**config.mk**
```make
export PLATFORM = sky130hd
export DESIGN_NAME = readout_sequencer
export DESIGN_NICKNAME = d
export VERILOG_FILES = /design/src/rtl/readout_seq_pkg.sv /design/src/rtl/bit_sync_2ff.sv /design/src/rtl/readout_sequencer.sv
export SDC_FILE = /design/constraint.sdc
export NUM_CORES = 1
export LEC_CHECK = 0
export CAP_MARGIN = 20
export CORE_MARGIN = 10
export CORE_UTILIZATION = 30
export CTS_BUF_LIST = sky130_fd_sc_hd__clkbuf_2
export DETAILED_ROUTE_END_ITERATION = 8
export DONT_BUFFER_PORTS = 1
export PLACE_DENSITY = 0.56
export SYNTH_ARGS = -nofsm -noshare
export SYNTH_HDL_FRONTEND = slang
export SYNTH_SLANG_ARGS = --single-unit
```
**constraint.sdc**
```tcl
create_clock -name clk -period 2.8 [get_ports clk]
set_input_delay 0.28 -clock clk [delete_from_list [all_inputs] [get_ports clk]]
set_output_delay 0.28 -clock clk [all_outputs]
set_load 0.02 [all_outputs]
```
**src/rtl/readout_seq_pkg.sv**
```systemverilog
// Shared types and default timing constants for the chip readout sequencer.
package readout_seq_pkg;

   typedef enum logic [2:0] {
      ST_IDLE     = 3'd0,
      ST_RESET    = 3'd1,
      ST_TRIGGER  = 3'd2,
      ST_WAIT_ACK = 3'd3,
      ST_READ     = 3'd4,
      ST_DONE     = 3'd5
   } state_e;

   localparam int DEF_RST_CYCLES     = 16;
   localparam int DEF_TRIG_CYCLES    = 4;
   localparam int DEF_TIMEOUT_CYCLES = 4096;
   localparam int DEF_CNT_W          = 16;

endpackage

```
**src/rtl/bit_sync_2ff.sv**
```systemverilog
// Two-flop synchronizer for a single asynchronous level; resets to 0.
module bit_sync_2ff (
   input  logic clk,
   input  logic rst,
   input  logic d,
   output logic q
);

   logic meta_q, meta_d;
   logic sync_q, sync_d;

   always_comb begin
      meta_d = d;
      sync_d = meta_q;
   end

   always_ff @(posedge clk or posedge rst) begin
      if (rst) begin
         meta_q <= 1'b0;
         sync_q <= 1'b0;
      end else begin
         meta_q <= meta_d;
         sync_q <= sync_d;
      end
   end

   assign q = sync_q;

endmodule

```
**src/rtl/readout_sequencer.sv**
```systemverilog
// Chip readout sequencer: reset pulse, trigger pulse, wait for chip acknowledge,
// then gate read_clk for a latched number of cycles. All outputs are registered.
module readout_sequencer
   import readout_seq_pkg::*;
#(
   parameter int RST_CYCLES     = DEF_RST_CYCLES,
   parameter int TRIG_CYCLES    = DEF_TRIG_CYCLES,
   parameter int TIMEOUT_CYCLES = DEF_TIMEOUT_CYCLES,
   parameter int CNT_W          = DEF_CNT_W
) (
   input  logic             clk,
   input  logic             rst,
   input  logic             start,
   input  logic             abort,
   input  logic [CNT_W-1:0] read_len,
   input  logic             trig_from_chip,
   output logic             chip_rst,
   output logic             trig_to_chip,
   output logic             read_clk_en,
   output logic             busy,
   output logic             done,
   output logic             timeout
);

   // The shared counter is loaded with N-1 on entry so a state lasts exactly N cycles.
   localparam logic [CNT_W-1:0] RST_LOAD     = CNT_W'(RST_CYCLES - 1);
   localparam logic [CNT_W-1:0] TRIG_LOAD    = CNT_W'(TRIG_CYCLES - 1);
   localparam logic [CNT_W-1:0] TIMEOUT_LOAD = CNT_W'(TIMEOUT_CYCLES - 1);
   localparam logic [CNT_W-1:0] CNT_ONE      = CNT_W'(1);

   state_e           state_q, state_d;
   logic [CNT_W-1:0] cnt_q, cnt_d;
   logic [CNT_W-1:0] len_q, len_d;
   logic             ack_prev_q, ack_prev_d;
   logic             chip_rst_q, chip_rst_d;
   logic             trig_q, trig_d;
   logic             read_clk_en_q, read_clk_en_d;
   logic             busy_q, busy_d;
   logic             done_q, done_d;
   logic             timeout_q, timeout_d;

   logic             ack_sync;
   logic             ack_rise;
   logic             cnt_zero;

   bit_sync_2ff u_ack_sync (
      .clk (clk),
      .rst (rst),
      .d   (trig_from_chip),
      .q   (ack_sync)
   );

   always_comb begin
      state_d    = state_q;
      cnt_d      = cnt_q;
      len_d      = len_q;
      ack_prev_d = ack_sync;
      timeout_d  = 1'b0;
      ack_rise   = ack_sync & ~ack_prev_q;
      cnt_zero   = (cnt_q == '0);

      if ((state_q != ST_IDLE) && abort) begin
         state_d = ST_IDLE;
      end else begin
         unique case (state_q)
            ST_IDLE: begin
               if (start && !abort) begin
                  len_d   = read_len;
                  cnt_d   = RST_LOAD;
                  state_d = ST_RESET;
               end
            end
            ST_RESET: begin
               if (cnt_zero) begin
                  cnt_d   = TRIG_LOAD;
                  state_d = ST_TRIGGER;
               end else begin
                  cnt_d = cnt_q - CNT_ONE;
               end
            end
            ST_TRIGGER: begin
               if (cnt_zero) begin
                  cnt_d   = TIMEOUT_LOAD;
                  state_d = ST_WAIT_ACK;
               end else begin
                  cnt_d = cnt_q - CNT_ONE;
               end
            end
            ST_WAIT_ACK: begin
               // An acknowledge on the last wait cycle wins over the timeout.
               if (ack_rise) begin
                  if (len_q == '0) begin
                     state_d = ST_DONE;
                  end else begin
                     cnt_d   = len_q - CNT_ONE;
                     state_d = ST_READ;
                  end
               end else if (cnt_zero) begin
                  timeout_d = 1'b1;
                  state_d   = ST_IDLE;
               end else begin
                  cnt_d = cnt_q - CNT_ONE;
               end
            end
            ST_READ: begin
               if (cnt_zero) begin
                  state_d = ST_DONE;
               end else begin
                  cnt_d = cnt_q - CNT_ONE;
               end
            end
            ST_DONE: begin
               state_d = ST_IDLE;
            end
            default: begin
               state_d = ST_IDLE;
            end
         endcase
      end

      // Outputs follow the next state so they change on the same edge as the state.
      chip_rst_d    = (state_d == ST_RESET);
      trig_d        = (state_d == ST_TRIGGER);
      read_clk_en_d = (state_d == ST_READ);
      busy_d        = (state_d != ST_IDLE);
      done_d        = (state_d == ST_DONE);
   end

   always_ff @(posedge clk or posedge rst) begin
      if (rst) begin
         state_q       <= ST_IDLE;
         cnt_q         <= '0;
         len_q         <= '0;
         ack_prev_q    <= 1'b0;
         chip_rst_q    <= 1'b0;
         trig_q        <= 1'b0;
         read_clk_en_q <= 1'b0;
         busy_q        <= 1'b0;
         done_q        <= 1'b0;
         timeout_q     <= 1'b0;
      end else begin
         state_q       <= state_d;
         cnt_q         <= cnt_d;
         len_q         <= len_d;
         ack_prev_q    <= ack_prev_d;
         chip_rst_q    <= chip_rst_d;
         trig_q        <= trig_d;
         read_clk_en_q <= read_clk_en_d;
         busy_q        <= busy_d;
         done_q        <= done_d;
         timeout_q     <= timeout_d;
      end
   end

   assign chip_rst     = chip_rst_q;
   assign trig_to_chip = trig_q;
   assign read_clk_en  = read_clk_en_q;
   assign busy         = busy_q;
   assign done         = done_q;
   assign timeout      = timeout_q;

endmodule

```
==> results.sh <==
export IMPL_switching_power_mw=1.08
export IMPL_fin_tns_setup_ps=0
export IMPL_worstMarginPinSlew_ps=922
export IMPL_cts_resized=0
export IMPL_die_area_mm2=0.0136
export IMPL_drive_gt1_frac=0.174
export IMPL_dp_hpwl_um=5840
export IMPL_crit_path_max_fanout=5
export IMPL_h_tree_depth=2
export IMPL_regArea_mm2=0.00110
export IMPL_drtIter0Drc=203
export IMPL_syn_area_mm2=0.00279
export IMPL_grtUsageTotal=0.118
export IMPL_dr_pass1_iters=4
export IMPL_grt_pass1_vias=2437
export IMPL_cp_data_arrival_time_ps=2930
export IMPL_netlist_instances=302
export IMPL_clock_sinks=44
export IMPL_dp_cells=413
export IMPL_cts_tree="yes"
export IMPL_insertion_delay_ps=430
export IMPL_postCtsSetupBuffers=0
export IMPL_combPwrFrac=0.449
export IMPL_cp_top_family="simple AND/OR/NAND/NOR gates"
export IMPL_finalInstanceArea_mm2=0.00320
export IMPL_crit_required_ps=3150
export IMPL_final_setup_skew_ps=14.5
export IMPL_timing_final_max_slew_violations=0
export IMPL_multi_input_area_mm2=0.00158
export IMPL_layout_min_cycle_time_ps=2580
export IMPL_cts_buffers=5
export IMPL_antenna_found_initial=0
export IMPL_power_frac_clock=0.110
export IMPL_whs_ps=36.2
export IMPL_ant_nets=0
export IMPL_clockRootBuffer="clkbuf_2"
export IMPL_internal_power_mw=1.40
export IMPL_p_seq_frac=0.440
export IMPL_cp_start_kind="flip-flop"
export IMPL_grt_pass1_wl_um=12900
export IMPL_max_stage_delay_ps=550
export IMPL_ys_warn_count=0
export IMPL_setup_viol=0
export IMPL_finalCritPeriodShare=0.923
export IMPL_crit_buf_inv=2
export IMPL_drc=0
export IMPL_setup_ws_ps=215
export IMPL_hold_viol_final=0
export IMPL_ios=27
export IMPL_vias=2487
export IMPL_worstSetupPathType="flip-flop to flip-flop"
export IMPL_powerDensity_mw_per_mm2=774
export IMPL_async_reset_ff_frac=1.00
export IMPL_reg_top3="cnt_q x16, len_q x16, state_q x3"
export IMPL_fp_coreArea_mm2=0.00915
export IMPL_synth_ff_latch_count=44
export IMPL_diodes=0
export IMPL_nNetsFinal=352
export IMPL_portBuffers=0
export IMPL_placed_cell_area_mm2=0.00297
export IMPL_fillers=925
export IMPL_grt_max_degree=45
export IMPL_rsz0062_at_grt="no"
export IMPL_stdcell_count=439
export IMPL_rows=35
export IMPL_yosysUniqueCellTypes=63
export IMPL_hold_buffers=19
export IMPL_p_leak_nw=1.27
export IMPL_vias_per_cell=5.67
export IMPL_switching_share=0.436
export IMPL_place_ws_ps=241
export IMPL_wl_per_cell_um=17.7
export IMPL_chipHeight_um=117
export IMPL_synthFlopType="dfrtp_1"
export IMPL_status="finished, final reports clean"
export IMPL_gr_total_overflow=0
export IMPL_syn_area_per_cell_um2=9.25
export IMPL_gp_congestion=0.918
export IMPL_min_path_type="input port to flip-flop"
export IMPL_ys_seq_area_frac=0.394
export IMPL_synth_edff_count=0
export IMPL_cts_buffer_depth=2
export IMPL_slew_headroom=0.385
export IMPL_dieWidth_um=117
export IMPL_cap_violations=0
export IMPL_path_clk_slew_ps=240
export IMPL_start_util=0.305
export IMPL_synth_fp_nets=326
export IMPL_timing_fmax_ghz=0.387
export IMPL_crit_slowest_cell="or4_2"
export IMPL_path_cells="inv_1, ha_1, nor3b_1, nand2_1, buf_4, or4_2, xor2_1, o32ai_1, a22o_1"
export IMPL_syn2layout_area_growth_pct=14.6
export IMPL_drt_wl_total_um=7760
export IMPL_cp_end_kind="flip-flop"
export IMPL_peakVddDrop_mv=0.373
==> worst register-to-register path, stage by stage (launching register included) <==
cell and delay (ps):
dfrtp_1 470, inv_1 70, ha_1 170, nor3b_1 360
nand2_1 200, buf_4 200, or4_2 550, xor2_1 200
o32ai_1 120, a22o_1 180
==> metal layers <==
layer,track usage,share of wire
met1,0.164,0.47
met2,0.180,0.45
met3,0.0200,0.056
met4,0.0417,0.020
met5,0,0
==> cells in the mapped netlist, types with 4 or more instances <==
| cell | count | area [µm²] |
|---|---|---|
| a211oi_1 | 4 | 30.0 |
| a21oi_1 | 20 | 100 |
| buf_2 | 4 | 20.0 |
| clkbuf_1 | 9 | 33.8 |
| dfrtp_1 | 44 | 1100 |
| inv_1 | 7 | 26.3 |
| mux2_2 | 16 | 180 |
| nand2_1 | 13 | 48.8 |
| nand2b_1 | 5 | 31.3 |
| nand3_1 | 8 | 40.0 |
| nor2_1 | 26 | 97.6 |
| nor2b_1 | 4 | 25.0 |
| nor3_1 | 20 | 100 |
| nor4_1 | 6 | 37.5 |
| o21ai_0 | 18 | 90.1 |
| or2_2 | 5 | 31.3 |
| or3_1 | 4 | 25.0 |
| xnor2_1 | 11 | 96.3 |
| xor2_1 | 6 | 52.6 |
==> power by group through the flow <==
stage / clock network (mW) / logic, mW / registers [mW]
after floorplan: 0 / 0.855 / 1.02
after global placement: 0 / 1.08 / 1.09
after detailed placement: 0 / 1.08 / 1.11
after CTS: 0.285 / 1.11 / 1.09
after global routing: 0.308 / 1.24 / 1.12
final: 0.274 / 1.11 / 1.09
==> final cells by class <==
type	count	area share
sequential	44	0.344
timing repair buffer	36	0.0993
multi-input combinational	234	0.493
tap	111	0.0434
clock inverter	2	0.00391
clock buffer	5	0.00782
inverter	7	0.00821
==> final timing paths <==
| path | start | to | slack [ps] | cells past startpoint |
|---|---|---|---|---|
| hold / removal | abort | chip_rst | 40 | 3 |
| hold reg to reg | u_ack_sync.meta_q | u_ack_sync.q | 390 | 0 |
| setup reg to reg | len_q[0] | cnt_q[10] | 220 | 9 |
| max in group asynchronous | rst | cnt_q[2] | 1760 | 2 |
| setup / recovery | len_q[0] | cnt_q[10] | 220 | 9 |
| min in group asynchronous | rst | done | 470 | 2 |
==> cells in the final DEF (no fill, tap or decap), types with 8 or more instances in the layout <==
cell | synthesis | layout
dfrtp_1 | 44 | 44
nand2_1 | 13 | 13
nor3_1 | 20 | 20
nand3_1 | 8 | 8
o21ai_0 | 18 | 18
buf_4 | 1 | 17
dlygate4sd3_1 | 0 | 19
xnor2_1 | 11 | 11
mux2_2 | 16 | 16
a21oi_1 | 20 | 20
nor2_1 | 26 | 26
==> metrics by stage <==
step,utilization,power (mW)
4_1_cts,0.350,2.49
3_5_place_dp,0.325,2.19
3_3_place_gp,0.323,2.17
2_1_floorplan,-,1.87
5_1_grt,0.350,2.67
6_report,0.350,2.48
==> logic make-up after synthesis <==
family	after synthesis	synth area share
xor gates and xnor gates	17	0.0533
buffers and inverters	24	0.0408
adders and majority gates	4	0.0170
muxes	16	0.0645
and+or+nand+nor	118	0.243
AOI/OAI and AO/OA	79	0.187
DFF	44	0.394
No activity file was read; power rests on OpenSTA's default activity.
